<file path="src/rtl/mips_hazard_pkg.sv">
// Shared types and constants for the MIPS pipeline hazard controller.
// Optional perf counters in the top are enabled by HAZARD_PERF_CNT_EN.
package mips_hazard_pkg;

  localparam int REG_ADDR_W = 5;
  localparam int HZ_STATE_W = 2;

  localparam logic [REG_ADDR_W-1:0] ZERO_REG = '0;

  typedef enum logic [HZ_STATE_W-1:0] {
    RUN      = 2'd0,
    STALL    = 2'd1,
    MEM_WAIT = 2'd2
  } hz_state_t;

endpackage

</file>
<file path="src/rtl/mips_load_use_detect.sv">
// Combinational load-use comparator between the ID and EX stages.
// Kept standalone so a forwarding unit can reuse it.
module mips_load_use_detect
  import mips_hazard_pkg::*;
(
  input  logic                  ex_mem_read,
  input  logic [REG_ADDR_W-1:0] ex_rt,
  input  logic [REG_ADDR_W-1:0] id_rs,
  input  logic [REG_ADDR_W-1:0] id_rt,
  input  logic                  id_uses_rt,
  output logic                  lu_hazard
);

  logic rs_hit;
  logic rt_hit;

  assign rs_hit = (ex_rt == id_rs);
  assign rt_hit = id_uses_rt & (ex_rt == id_rt);

  assign lu_hazard = ex_mem_read
                   & (ex_rt != ZERO_REG)
                   & (rs_hit | rt_hit);

endmodule

</file>
<file path="src/rtl/mips_hazard_ctrl.sv">
// Hazard controller: load-use stalls, MEM-stage branch flushes, dmem waits.
// Define HAZARD_PERF_CNT_EN to build the stall/flush performance counters.
module mips_hazard_ctrl
  import mips_hazard_pkg::*;
#(
  parameter int LU_STALL_CYCLES = 1,
  parameter int MEM_TIMEOUT     = 255,
  parameter int CNT_W           = 16
) (
  input  logic                  CLK,
  input  logic                  RST_N,
  input  logic [REG_ADDR_W-1:0] id_rs,
  input  logic [REG_ADDR_W-1:0] id_rt,
  input  logic                  id_uses_rt,
  input  logic                  ex_mem_read,
  input  logic [REG_ADDR_W-1:0] ex_rt,
  input  logic                  mem_pc_src,
  input  logic                  dmem_busy,
  output logic                  pc_write,
  output logic                  if_id_write,
  output logic                  if_id_flush,
  output logic                  id_ex_bubble,
  output logic                  ex_mem_flush,
  output logic                  pipe_freeze,
  output logic [HZ_STATE_W-1:0] hz_state,
  output logic                  mem_timeout,
  output logic [CNT_W-1:0]      stall_cycles,
  output logic [CNT_W-1:0]      flush_count
);

  localparam int SC_W = 4;
  localparam int WC_W = 8;
  localparam logic [SC_W-1:0] LU_INIT = SC_W'(LU_STALL_CYCLES - 1);
  localparam logic [WC_W-1:0] TO_VAL  = WC_W'(MEM_TIMEOUT);
  localparam logic [WC_W-1:0] WC_MAX  = '1;

  hz_state_t       state, state_nxt;
  hz_state_t       saved, saved_nxt;
  hz_state_t       eff;
  logic [SC_W-1:0] scnt, scnt_nxt;
  logic [WC_W-1:0] wcnt, wcnt_nxt;
  logic            to_nxt;
  logic            lu_hazard;

  mips_load_use_detect u_lud (
    .ex_mem_read (ex_mem_read),
    .ex_rt       (ex_rt),
    .id_rs       (id_rs),
    .id_rt       (id_rt),
    .id_uses_rt  (id_uses_rt),
    .lu_hazard   (lu_hazard)
  );

  // On release from MEM_WAIT the pre-freeze state decides the outputs.
  assign eff = (state == MEM_WAIT) ? saved : state;

  always_comb begin
    pc_write     = 1'b1;
    if_id_write  = 1'b1;
    if_id_flush  = 1'b0;
    id_ex_bubble = 1'b0;
    ex_mem_flush = 1'b0;
    pipe_freeze  = 1'b0;
    state_nxt    = RUN;
    saved_nxt    = saved;
    scnt_nxt     = scnt;
    wcnt_nxt     = '0;
    to_nxt       = mem_timeout;
    if (!RST_N) begin
      pc_write     = 1'b0;
      if_id_write  = 1'b0;
      if_id_flush  = 1'b1;
      id_ex_bubble = 1'b1;
      ex_mem_flush = 1'b1;
    end else if (dmem_busy) begin
      pipe_freeze = 1'b1;
      pc_write    = 1'b0;
      if_id_write = 1'b0;
      state_nxt   = MEM_WAIT;
      if (state != MEM_WAIT) begin
        saved_nxt = (state == STALL) ? STALL : RUN;
      end else begin
        wcnt_nxt = (wcnt == WC_MAX) ? wcnt : wcnt + 1'b1;
        if (wcnt_nxt >= TO_VAL) to_nxt = 1'b1;
      end
    end else if (mem_pc_src) begin
      if_id_flush  = 1'b1;
      id_ex_bubble = 1'b1;
      ex_mem_flush = 1'b1;
      scnt_nxt     = '0;
    end else if (eff == STALL) begin
      pc_write     = 1'b0;
      if_id_write  = 1'b0;
      id_ex_bubble = 1'b1;
      scnt_nxt     = scnt - 1'b1;
      state_nxt    = (scnt <= 1) ? RUN : STALL;
    end else if (lu_hazard) begin
      pc_write     = 1'b0;
      if_id_write  = 1'b0;
      id_ex_bubble = 1'b1;
      if (LU_STALL_CYCLES > 1) begin
        scnt_nxt  = LU_INIT;
        state_nxt = STALL;
      end
    end
  end

  always_ff @(posedge CLK) begin
    if (!RST_N) begin
      state       <= RUN;
      saved       <= RUN;
      scnt        <= '0;
      wcnt        <= '0;
      mem_timeout <= 1'b0;
    end else begin
      state       <= state_nxt;
      saved       <= saved_nxt;
      scnt        <= scnt_nxt;
      wcnt        <= wcnt_nxt;
      mem_timeout <= to_nxt;
    end
  end

  assign hz_state = state;

`ifdef HAZARD_PERF_CNT_EN
  localparam logic [CNT_W-1:0] CNT_MAX = '1;

  always_ff @(posedge CLK) begin
    if (!RST_N) begin
      stall_cycles <= '0;
      flush_count  <= '0;
    end else begin
      if (!pc_write && stall_cycles != CNT_MAX)
        stall_cycles <= stall_cycles + 1'b1;
      if (if_id_flush && flush_count != CNT_MAX)
        flush_count <= flush_count + 1'b1;
    end
  end
`else
  assign stall_cycles = '0;
  assign flush_count  = '0;
`endif

endmodule
</file>
<file path="config.mk">
export PLATFORM = sky130hd
export DESIGN_NAME = mips_hazard_ctrl
export DESIGN_NICKNAME = d
export VERILOG_FILES = /design/src/rtl/mips_hazard_pkg.sv /design/src/rtl/mips_load_use_detect.sv /design/src/rtl/mips_hazard_ctrl.sv
export SDC_FILE = /design/constraint.sdc
export NUM_CORES = 1
export LEC_CHECK = 0
export BUFFER_PORTS_ARGS = -buffer_cell sky130_fd_sc_hd__buf_2
export CORE_MARGIN = 4
export CORE_UTILIZATION = 45
export DETAILED_ROUTE_END_ITERATION = 6
export PLACE_DENSITY = 0.82
export SKIP_CTS_REPAIR_TIMING = 1
export SLEW_MARGIN = 20
export SYNTH_ARGS = -nofsm -noshare
export SYNTH_HDL_FRONTEND = slang
export SYNTH_SLANG_ARGS = --single-unit
</file>
<file path="constraint.sdc">
create_clock -name CLK -period 3.2 [get_ports CLK]
set_input_delay 0.48 -clock CLK [delete_from_list [all_inputs] [get_ports CLK]]
set_output_delay 0.48 -clock CLK [all_outputs]
set_load 0.02 [all_outputs]
</file>
==> results_dict.tcl <==
set metrics [dict create \
    status "complete, no violations" \
    arrival_ps 1790 \
    ir_worst_vdd_uv 154.7 \
    crit_path_end_kind "primary output" \
    synth-edff-count 0 \
    gp_congestion 0.7544 \
    die-area_sq_um 3720 \
    report.final.slew_viol_count 0 \
    areaGrowthSynthToFinish_pct 5.049 \
    cts.clk_slew.worst_paths_ps 100 \
    hold_violations 0 \
    grt.total_usage 0.1345 \
    fp.dieH_um 60.99 \
    clock-sinks 16 \
    syn-cell-area_sq_um 1264 \
    p_per_area_nw_per_um2 325.6 \
    postSynthCellCount 159 \
    ant_nets 0 \
    crit_family "simple AND/OR/NAND/NOR gates" \
    die_x_um 60.99 \
    io_pins 62 \
    syn_area_per_cell_sq_um 7.948 \
    nets 211 \
    async_reset_ff_frac 0 \
    cp_slowest_stage_delay_ps 540 \
    core_area_sq_um 2567 \
    path_buf_inv 2 \
    hpwl_mm 1.904 \
    drtIter0Drc 27 \
    fin_skew_ps 2.070 \
    antenna_cells 0 \
    first_global_vias 944 \
    required_ps 2720 \
    antenna_found_initial 0 \
    crit_path_max_fanout 3 \
    grt_overflow 0 \
    fin_tns_setup_ps 0 \
    start_util 0.4922 \
    worstSetupPathType "input pin to primary output" \
    grt_max_degree 14 \
    wl_mm 2.349 \
    ys_seq_area_frac 0.2535 \
    cts_inserted_buffers 3 \
    ys_warn_count 0 \
    finalSetupViolations 0 \
    p_leak_uw 0.0005941 \
    crit_path_start_kind "input pin" \
    min_path_type "register to register" \
    ys.flop_type "dfxtp_1" \
    final_cell_mix "conb_1 (32), buf_2 (29), dfxtp_1 (16), nor2_1 (13), xnor2_1 (10)" \
    cpMostUsedCell "buf_2" \
    finalCritPeriodShare 0.7083 \
    drive_above_1_share 0.1989 \
    vias 1062 \
    io_buffers 29 \
    drv_cap 0 \
    grt_pass1_wl_mm 3.815 \
    ys_seq_elements 16 \
    clk_latency_ps 290 \
    rows 18 \
    path_cells "buf_2 > or4_1 > o21ai_2 > nor2_1 > a211o_1 > buf_2" \
    cts_tree "done" \
    clockRootBuffer "clkbuf_4" \
    wire_per_inst_um 10.88 \
    yosysUniqueCellTypes 48 \
    drc 0 \
    max_freq_mhz 441.2 \
    cts_buffer_depth 2 \
    htreeDepth 1 \
    cp_slowest_cell "or4_1" \
    avgViaCountPerCell 4.917 \
    hold_ws_ps 482.9 \
    post-route-min-period_ps 2267 \
    grt_setup_unrepaired "false" \
    drt-pass1-iter-count 4 \
    final_common_cell "conb_1" \
]
## logic make-up (layout without fill, tap and decap cells)
group / Yosys count / after routing / share of synthesized area
xor+xnor: 11 / 11 / 0.07624
flops: 16 / 16 / 0.2535
buf+inv: 42 / 38 / 0.2297
compound gates: 33 / 33 / 0.1832
mux: 1 / 1 / 0.008910
other cells: 1 / 32 / 0.002967
fa+ha+maj: 3 / 3 / 0.02971
simple gates: 52 / 52 / 0.2158
## sequential cells by signal, summed over array words and instances, names as in the netlist
name	count
wcnt	8
mem_timeout	1
saved	1
hz_state	2
scnt	4
## area by class of cell
cell class	count	area, sq um
Tap cell	30	37.54
Sequential cell	16	320.3
Multi-Input combinational cell	132	769.5
Inverter	5	18.77
Fill cell	259	1240
Timing Repair Buffer	29	145.1
Clock buffer	4	36.28
## tightest hold or removal path: stages (launching register included)
cell,delay (ps)
dfxtp_1,330
nand2_1,50
o31ai_1,60
## per-layer routing
| layer | vias to the layer above | track usage | routed length, um |
|---|---|---|---|
| met5 | - | 0 | 0 |
| met4 | 0 | 0.08669 | 63 |
| met3 | 7 | 0.02340 | 219 |
| met2 | 49 | 0.2229 | 1073 |
| met1 | 459 | 0.1590 | 992 |
| li1 | 547 | - | - |
## synthesized netlist by cell type (all sizes together), types with 3 or more instances
library cell	instances	area [sq um]
a21oi	3	15.01
a31oi	3	18.77
and2	4	25.02
buf	36	267.8
dfxtp	16	320.3
ha	3	37.54
inv	5	18.77
nand2	9	33.78
nand3	3	15.01
nand4	4	25.02
nor2	14	55.06
nor2b	3	18.77
nor3	3	15.01
o21ai	7	38.79
o31ai	3	22.52
xnor2	10	87.58
## through the flow
step                cell area [sq um]  cells  power, uW  utilization  worst slack [ps]
floorplan                        1380    190      304.4            -             898.0
detailed placement               1291    212      296.5       0.5029             923.8
global route                     1328    216      451.3       0.5171             861.7
CTS                              1328    216      433.0       0.5171             923.4
global placement                 1291    212      295.4       0.5029             955.0
finish                           1328    216      432.3       0.5171             933.4
## worst paths after layout
check / startpoint / endpoint / slack, ps / cells after the start
min: mem_timeout$_SDFFE_PN0P_ / mem_timeout$_SDFFE_PN0P_ / 480 / 2
max reg2reg: wcnt[0]$_SDFF_PP0_ / mem_timeout$_SDFFE_PN0P_ / 1320 / 5
max: ex_rt[1] / id_ex_bubble / 930 / 6
min reg2reg: mem_timeout$_SDFFE_PN0P_ / mem_timeout$_SDFFE_PN0P_ / 480 / 2
## report_power, final
group / total (uW) / switching [uW] / internal, uW / leakage (uW)
combinational: 90.9 / 63.9 / 27.0 / 0.000444
clock: 140 / 70.3 / 69.4 / 0.0000210
sequential: 202 / 1.62 / 200 / 0.000129
total: 432 / 136 / 296 / 0.000594
Power figures use the tool's default switching activity.
